**src/rtl/pulse_stretch_pkg.sv**
```systemverilog
// Shared types and constants for the pulse stretcher: FSM state encoding and
// the width of the pending-pulse counter.
package pulse_stretch_pkg;

  localparam int PEND_W = 4;

  typedef enum logic [1:0] {
    IDLE = 2'd0,
    HOLD = 2'd1,
    GAP  = 2'd2
  } state_e;

  function automatic int max2(input int a, input int b);
    return (a > b) ? a : b;
  endfunction

endpackage

```
**src/rtl/pulse_stretcher_if.sv**
```systemverilog
// Pulse request / stretched-level bundle between a pulse source (master) and
// the stretcher (slave).
interface pulse_stretcher_if;
  import pulse_stretch_pkg::*;

  logic              in;
  logic              out;
  logic              busy;
  logic [PEND_W-1:0] pending;
  logic              overflow;

  modport master (output in, input out, busy, pending, overflow);
  modport slave  (input in, output out, busy, pending, overflow);

endinterface

```
**src/rtl/pulse_stretcher_timer.sv**
```systemverilog
// cycle_timer: loadable down-counter shared by the HOLD and GAP phases;
// done_o flags the last cycle of the loaded interval.
module cycle_timer #(
  parameter int W = 3
) (
  input  logic         clk,
  input  logic         reset,
  input  logic         load_i,
  input  logic [W-1:0] load_val_i,
  output logic         done_o
);

  logic [W-1:0] count_q;

  always_ff @(posedge clk) begin
    if (!reset) begin
      count_q <= '0;
    end else if (load_i) begin
      count_q <= load_val_i;
    end else if (count_q != '0) begin
      count_q <= count_q - 1'b1;
    end
  end

  // A load of N gives N cycles in the phase: done is raised while the count is 1.
  assign done_o = (count_q == W'(1));

endmodule

```
**src/rtl/pulse_stretcher.sv**
```systemverilog
// pulse_stretcher: stretches each accepted input pulse to HOLD_CYCLES high
// followed by GAP_CYCLES low; queueing of pulses arriving while busy is
// enabled by the PULSE_STRETCH_QUEUE_EN macro.
module pulse_stretcher
  import pulse_stretch_pkg::*;
#(
  parameter int HOLD_CYCLES = 4,
  parameter int GAP_CYCLES  = 2,
  parameter int QDEPTH      = 3
) (
  input  logic              clk,
  input  logic              reset,
  pulse_stretcher_if.slave  bus
);

`ifdef PULSE_STRETCH_QUEUE_EN
  localparam bit QUEUE_EN = 1'b1;
`else
  localparam bit QUEUE_EN = 1'b0;
`endif

  localparam int CNT_W = $clog2(max2(HOLD_CYCLES, GAP_CYCLES) + 1);
  localparam logic [CNT_W-1:0]  HOLD_LD  = CNT_W'(HOLD_CYCLES);
  localparam logic [CNT_W-1:0]  GAP_LD   = CNT_W'(GAP_CYCLES);
  localparam logic [PEND_W-1:0] PEND_MAX = PEND_W'(QDEPTH);

  state_e              state_q, state_d;
  logic                out_q, busy_q;
  logic [PEND_W-1:0]   pend_q, pend_d;
  logic                ovf_q, ovf_d;
  logic                tmr_load;
  logic [CNT_W-1:0]    tmr_val;
  logic                tmr_done;

  cycle_timer #(.W(CNT_W)) u_timer (
    .clk        (clk),
    .reset      (reset),
    .load_i     (tmr_load),
    .load_val_i (tmr_val),
    .done_o     (tmr_done)
  );

  // NOTE: every always_comb output gets a default first so no path leaves it
  // unassigned, which would otherwise infer a latch.
  always_comb begin
    state_d  = state_q;
    pend_d   = pend_q;
    ovf_d    = ovf_q;
    tmr_load = 1'b0;
    tmr_val  = HOLD_LD;

    unique case (state_q)
      IDLE: begin
        if (bus.in) begin
          state_d  = HOLD;
          tmr_load = 1'b1;
        end
      end

      HOLD: begin
        if (QUEUE_EN && bus.in) begin
          if (pend_q == PEND_MAX) ovf_d  = 1'b1;
          else                    pend_d = pend_q + 1'b1;
        end
        if (tmr_done) begin
          state_d  = GAP;
          tmr_load = 1'b1;
          tmr_val  = GAP_LD;
        end
      end

      GAP: begin
        if (tmr_done) begin
          // Final GAP edge: replay a queued pulse first; a pulse arriving on this
          // same edge takes the slot freed by the replay, so the count stays put.
          if (QUEUE_EN && pend_q != '0) begin
            state_d  = HOLD;
            tmr_load = 1'b1;
            if (!bus.in) pend_d = pend_q - 1'b1;
          end else if (QUEUE_EN && bus.in) begin
            state_d  = HOLD;
            tmr_load = 1'b1;
          end else begin
            state_d  = IDLE;
          end
        end else if (QUEUE_EN && bus.in) begin
          if (pend_q == PEND_MAX) ovf_d  = 1'b1;
          else                    pend_d = pend_q + 1'b1;
        end
      end

      default: state_d = IDLE;
    endcase
  end

  // NOTE: state registers use non-blocking assignments so every flop samples
  // the pre-edge values, independent of statement order.
  always_ff @(posedge clk) begin
    if (!reset) begin
      state_q <= IDLE;
      out_q   <= 1'b0;
      busy_q  <= 1'b0;
      pend_q  <= '0;
      ovf_q   <= 1'b0;
    end else begin
      state_q <= state_d;
      out_q   <= (state_d == HOLD);
      busy_q  <= (state_d != IDLE);
      pend_q  <= pend_d;
      ovf_q   <= ovf_d;
    end
  end

  assign bus.out      = out_q;
  assign bus.busy     = busy_q;
  assign bus.pending  = pend_q;
  assign bus.overflow = ovf_q;

endmodule
```
**src/flat_wrapper.sv**
```systemverilog
// flat-port wrapper written by rule: the top's interface ports become plain ports
module pulse_stretcher_flat import pulse_stretch_pkg::*;
#(
  parameter int HOLD_CYCLES = 4,
  parameter int GAP_CYCLES  = 2,
  parameter int QDEPTH      = 3
)
  (clk, reset, bus_in, bus_out, bus_busy, bus_pending, bus_overflow);
  pulse_stretcher_if bus_i ();
  input  logic clk;
  input  logic reset;
  input wire logic [$bits(bus_i.in)-1:0] bus_in;
  output wire logic [$bits(bus_i.out)-1:0] bus_out;
  output wire logic [$bits(bus_i.busy)-1:0] bus_busy;
  output wire logic [$bits(bus_i.pending)-1:0] bus_pending;
  output wire logic [$bits(bus_i.overflow)-1:0] bus_overflow;
  assign bus_i.in = bus_in;
  assign bus_out = bus_i.out;
  assign bus_busy = bus_i.busy;
  assign bus_pending = bus_i.pending;
  assign bus_overflow = bus_i.overflow;
  pulse_stretcher #(.HOLD_CYCLES(HOLD_CYCLES), .GAP_CYCLES(GAP_CYCLES), .QDEPTH(QDEPTH)) u_core (.clk(clk), .reset(reset), .bus(bus_i));
endmodule
```
**config.mk**
```make
export PLATFORM = sky130hd
export DESIGN_NAME = pulse_stretcher_flat
export DESIGN_NICKNAME = d
export VERILOG_FILES = /design/src/rtl/pulse_stretch_pkg.sv /design/src/rtl/pulse_stretcher_if.sv /design/src/rtl/pulse_stretcher_timer.sv /design/src/rtl/pulse_stretcher.sv /design/src/flat_wrapper.sv
export SDC_FILE = /design/constraint.sdc
export NUM_CORES = 1
export LEC_CHECK = 0
export CORE_AREA = 2 2 39 41
export DETAILED_ROUTE_END_ITERATION = 10
export DIE_AREA = 0 0 41 43
export PLACE_DENSITY = 0.53
export SETUP_SLACK_MARGIN = 0.5
export SLEW_MARGIN = 20
export SYNTH_ARGS = -nofsm -noshare
export SYNTH_HDL_FRONTEND = slang
export SYNTH_SLANG_ARGS = --single-unit
```
**constraint.sdc**
```tcl
create_clock -name clk -period 1.5 [get_ports clk]
set_clock_uncertainty 0.1 [all_clocks]
set_input_delay 0.3 -clock clk [delete_from_list [all_inputs] [get_ports clk]]
set_output_delay 0.3 -clock clk [all_outputs]
set_load 0.01 [all_outputs]
```
After elaboration in Yosys (flattened, before gate mapping)
Index checks and enable logic that the tools add are counted.
W data, S select, Z words.
{"block": "word_totals", "reg_bits": 7, "inputBits": 3, "out_inout_bits": 7, "wordCells": 24}
{"block": "op_classes", "n_addsub": 1, "n_eq_ne": 4, "n_mux": 11, "reduce_logical": 4}
{"operator": "$mux W3", "count": 4}
{"operator": "$mux W2", "count": 3}
{"operator": "$pmux W2 S3", "count": 1}
{"operator": "$eq A2 B1 Y1 const B", "count": 2}
{"operator": "$reduce_bool A2 Y1", "count": 2}
{"operator": "$eq A3 B1 Y1 const B", "count": 1}
{"operator": "$reduce_bool A3 Y1", "count": 1}
{"operator": "$sub A3 B1 Y3 const B", "count": 1}
{"operator": "$eq A2 B2 Y1 const B", "count": 1}
{"operator": "$logic_not A2 Y1", "count": 1}
{"operator": "$mux W1", "count": 2}
{"operator": "$pmux W1 S2", "count": 1}

Logic depth before layout (Yosys ltp)
{"block": "depth", "word_depth": 4, "ltp_mapped": 5}

Hierarchy
From an unflattened synthesis, not the netlist that was laid out.
{"block": "unflattened", "cells_unflattened": 45, "hier_area_um2": 420.4}
{"mod": "cycle_timer", "instances": 1, "cells_per_inst": 23, "area_each_um2": 220.2}
{"mod": "pulse_stretcher", "instances": 1, "cells_per_inst": 22, "area_each_um2": 200.2}

Worst setup path before layout
Ideal clock, no wire load.
{"block": "synth_timing", "path_kind": "register to register", "start": "register u_core.u_timer.count_q[0]", "end": "register u_core.u_timer.count_q[1]", "arrival_ns": 0.966, "path_slack_ns": 0.318, "stages_incl_launch_ff": 6, "path_buffers": 0, "period_less_slack_ns": 1.182, "path_cell_list": "dfxtp_1 -> inv_1 -> ha_1 -> nand2b_4 -> mux2i_1 -> o211a_1"}
{"block": "synth_between", "elab_chain_len": 4}
{"element": "start: declaration", "line": "pulse_stretcher_timer.sv:13", "text": "logic [W-1:0] count_q;"}
{"element": "start signal: assignment", "line": "pulse_stretcher_timer.sv:19", "text": "count_q <= load_val_i;"}
{"element": "start signal: assignment", "line": "pulse_stretcher_timer.sv:21", "text": "count_q <= count_q - 1'b1;"}
{"element": "$eq A3 B1 Y1", "line": "pulse_stretcher_timer.sv:26", "text": "assign done_o = (count_q == W'(1));"}
{"element": "$mux W1 / $mux W3 (equally long branches)", "line": "pulse_stretcher.sv:65", "text": "if (tmr_done) begin"}
{"element": "$pmux W1 S2 / $mux W3 (equally long branches)", "line": "pulse_stretcher.sv:52", "text": "unique case (state_q)"}
{"element": "$mux W3 / $reduce_bool A2 Y1 (equally long branches)"}
Several ways; a longest one is shown, not always the timed one. The select of a mux whose other input is x is not followed.
A chain may end at the register's enable or synchronous reset.

Worst setup path in the final report
{"block": "layout_timing", "start": "register u_core.u_timer.count_q[1]", "end": "register u_core.busy_q, in the netlist u_core.bus.busy"}
{"block": "layout_between", "elab_chain_len": 4}
{"element": "$eq A3 B1 Y1 (*)", "line": "pulse_stretcher_timer.sv:26"}
{"element": "$mux W2 (on tied branches)", "line": "pulse_stretcher.sv:73, pulse_stretcher.sv:65"}
{"element": "$pmux W2 S3 (*)", "line": "pulse_stretcher.sv:52"}
{"element": "$reduce_bool A2 Y1 (*)", "line": "pulse_stretcher.sv:108", "text": "busy_q <= (state_d != IDLE);"}
{"element": "end signal: assignment", "line": "pulse_stretcher.sv:108"}
{"element": "end: declaration", "line": "pulse_stretcher.sv:28", "text": "logic out_q, busy_q;"}
Every way passes the cells marked *; elsewhere a longest branch is shown, timed or not.

==> metrics.md <==
| Metric | Value |
|---|---|
| Initial Util | 0.278 |
| Peak VDD IR | 0.000474 V |
| Post-Synth XOR/XNOR Area | 0.0228 |
| R2R Setup Slk | 350 ps |
| Synth Area in Compound Gates | 0.0782 |
| CORE AREA | 0.00138 sq mm |
| CTS tree | done |
| Max cap viols | 0 |
| Area fraction of the dominant cell type after synthesis | 0.365 |
| Yosys top cell by area | dfxtp_1 |
| Synthesized instance count | 40 |
| Crit-path max FO | 4 |
| Port bufs | 4 |
| Largest net degree at the start of global routing | 7 |
| RSZ-0062 raised after global routing | true |
| Clk buf depth | 2 |
| Tightest Hold Check Type | reg -> reg |
| CTS H-tree depth | 1 |
| Final setup vio count | 0 |
| Gr ovfl total | 0 |
| Clock slew at reported path FFs | 50 ps |
| Register area share after synthesis | 0.365 |
| Main combinational cell family by area after synthesis | simple AND/OR/NAND/NOR gates |
| Hold Vio Cnt, Final | 0 |
| R2R depth | 5 |
| Post-synthesis cell area | 384 sq um |
| Synth-to-Final Area Change | 30.9% |
| Leak | 0.231 nW |
| Final nets | 55 |
| Flop and latch count out of synthesis | 7 |
| GRT Total Usage | 0.0845 |
| Peak Freq | 871 MHz |
| Total negative slack | 0 ps |
| # diodes | 0 |
| Crit path time final | 1150 ps |
| Num CTS Buffers | 3 |
| Average size of a mapped cell | 9.60 sq um |
| Die H | 43 um |
| Post-synthesis mux area share | 0.0521 |
| Post-route antenna net violation count | 0 |
| Gpl congestion | 0.626 |
| Worst-skew pair later-pin latency | 250 ps |
| Reg2reg end | u_core.bus.busy$_SDFF_PN0_ |
| Tcrit/Tclk final | 0.765 |
| Status | complete, no violations |
| Detailed Routing Iterations Pass 1 | 2 |
| Crit-path slowest cell | dfxtp_2 |
| Drt total wl | 572 um |
| Reg-to-Reg Start | u_core.u_timer.count_q[1]$_SDFFE_PN0P_ |
| Synth Area in Adders | 0.0977 |
| Drt first-iter violations | 2 |
| CTS Hold Bufs | 0 |
| Commonest non-fill, non-tap cell in the layout | conb_1 |
| Routed wire per std cell | 8.94 um |
| Largest cells by area after synthesis | dfxtp_1 36%, buf_4 9.8%, ha_1 9.8%, nor3b_2 6.5%, mux2i_1 5.2% |
| Drt drc | 0 |
| Vias in the first global route | 255 |
| CTS root buf | clkbuf_4 |
| Hold Crit Start | u_core.u_timer.count_q[0]$_SDFFE_PN0P_ |
| Cell row count | 14 |
| CP peak stage delay | 330 ps |
| Crit path kind | reg -> reg |
| Initial antenna violation count | 0 |
| Crit path DAT | 1230 ps |
| Most frequent cells in the layout | 5 x conb_1, 4 x nor2_1 |
| Via density | 3.97 |
| DIE WIDTH | 41 um |
| Clock Sinks | 7 |
| Num ports | 10 |
| Cells along the critical path | inv_4, ha_4, nor2b_4, nor3b_2, o21a_1 |
| Die area | 0.00176 sq mm |
| CP startpoint kind | register |
| Via count | 254 |
| CP endpoint kind | register |
| Share of layout cells above drive strength 1 | 0.375 |
| Simple-gate area share of the yosys netlist | 0.248 |
| Fin Hold WS | 498 ps |
| Total power | 0.860 mW |
| Global-route wire length before repair | 979 um |
| Final Slew Violations | 0 |
| Req. time, crit path | 1590 ps |
| Hold Path End | u_core.u_timer.count_q[0]$_SDFFE_PN0P_ |
| Yosys Warn Count | 0 |
| Power Density | 1710 mW/mm^2 |
| Hold path depth | 2 |
| Distinct cells, synth | 17 |
==> metrics by stage <==
| stage | area [sq um] | util | setup slack (ps) | instances |
|---|---|---|---|---|
| after CTS | 480 | 0.347 | 343 | 63 |
| after global routing | 503 | 0.363 | 279 | 64 |
| after floorplan | 423 | - | 400 | 44 |
| after global placement | 445 | 0.322 | 216 | 59 |
| after detailed placement | 445 | 0.322 | 197 | 59 |
| final | 503 | 0.363 | 352 | 64 |
==> critical path, delay by kind of cell, from the launching register on <==
family,cells,cell delay (ps)
DFF,1,330
adders and majority gates,1,150
AOI/OAI and AO/OA,1,150
buffers and inverters,1,50
and+or+nand+nor,2,310
==> layout make-up <==
type,count,area [sq um]
Sequential cell,7,148
Fill cell,156,881
Tap cell,16,20.0
Timing Repair Buffer,5,50.0
Multi-Input combinational cell,29,243
Clock buffer,4,26.3
Inverter,3,16.3
==> state kept, by name (all words and copies together), names as in the netlist <==
name                    flops
u_core.bus.out              1
u_core.state_q              2
u_core.bus.busy             1
u_core.u_timer.count_q      3
==> logic make-up (layout without fill, tap and decap cells) <==
family,Yosys count,count (layout)
simple gates,14,14
buf+inv,8,12
flops,7,7
compound gates,4,4
fa+ha+maj,3,3
mux,2,2
other cells,1,5
xor+xnor,1,1
==> layer usage <==
metal | up-vias | part of all wire | track usage
met5 | - | 0 | 0
met4 | 0 | 0 | 0.0400
met3 | 0 | 0.026 | 0.0471
met2 | 2 | 0.54 | 0.128
met1 | 115 | 0.43 | 0.0906
li1 | 137 | - | -
==> cells in the mapped netlist (all sizes together) <==
| cell type | n |
|---|---|
| a21oi | 1 |
| and3 | 2 |
| buf | 5 |
| conb | 1 |
| dfxtp | 7 |
| ha | 3 |
| inv | 3 |
| mux2i | 2 |
| nand2 | 3 |
| nand2b | 1 |
| nand4bb | 1 |
| nor2 | 4 |
| nor2b | 1 |
| nor3b | 2 |
| o211a | 1 |
| o21a | 2 |
| xnor2 | 1 |
==> worst max-delay path by stage <==
stage                                                start  slack, ps  depth (start not counted)                                     end
global route        u_core.u_timer.count_q[1]$_SDFFE_PN0P_        280                          5            u_core.state_q[1]$_SDFF_PN0_
finish              u_core.u_timer.count_q[1]$_SDFFE_PN0P_        350                          5              u_core.bus.busy$_SDFF_PN0_
floorplan           u_core.u_timer.count_q[1]$_SDFFE_PN0P_        400                          5              u_core.bus.busy$_SDFF_PN0_
global placement                                    bus_in        220                          4            u_core.state_q[0]$_SDFF_PN0_
CTS                 u_core.u_timer.count_q[0]$_SDFFE_PN0P_        340                          5  u_core.u_timer.count_q[1]$_SDFFE_PN0P_
detailed placement                                   reset        200                          3  u_core.u_timer.count_q[0]$_SDFFE_PN0P_
==> report_power, final <==
group	internal, mW	total [mW]	switching (mW)
Clock	0.101	0.167	0.0654
Combinational	0.225	0.390	0.165
Sequential	0.245	0.304	0.0588
Total	0.572	0.860	0.289
==> timing repair <==
item / CTS / global route
hold endpoints to repair: 0 / 0
pin swaps: 4 / 1
gates resized for setup: 13 / 4
setup buffers: 0 / 1
setup endpoints to repair: 9 / 9
cloned: 0 / 0
Note: power is estimated with default switching activity, not from simulation.
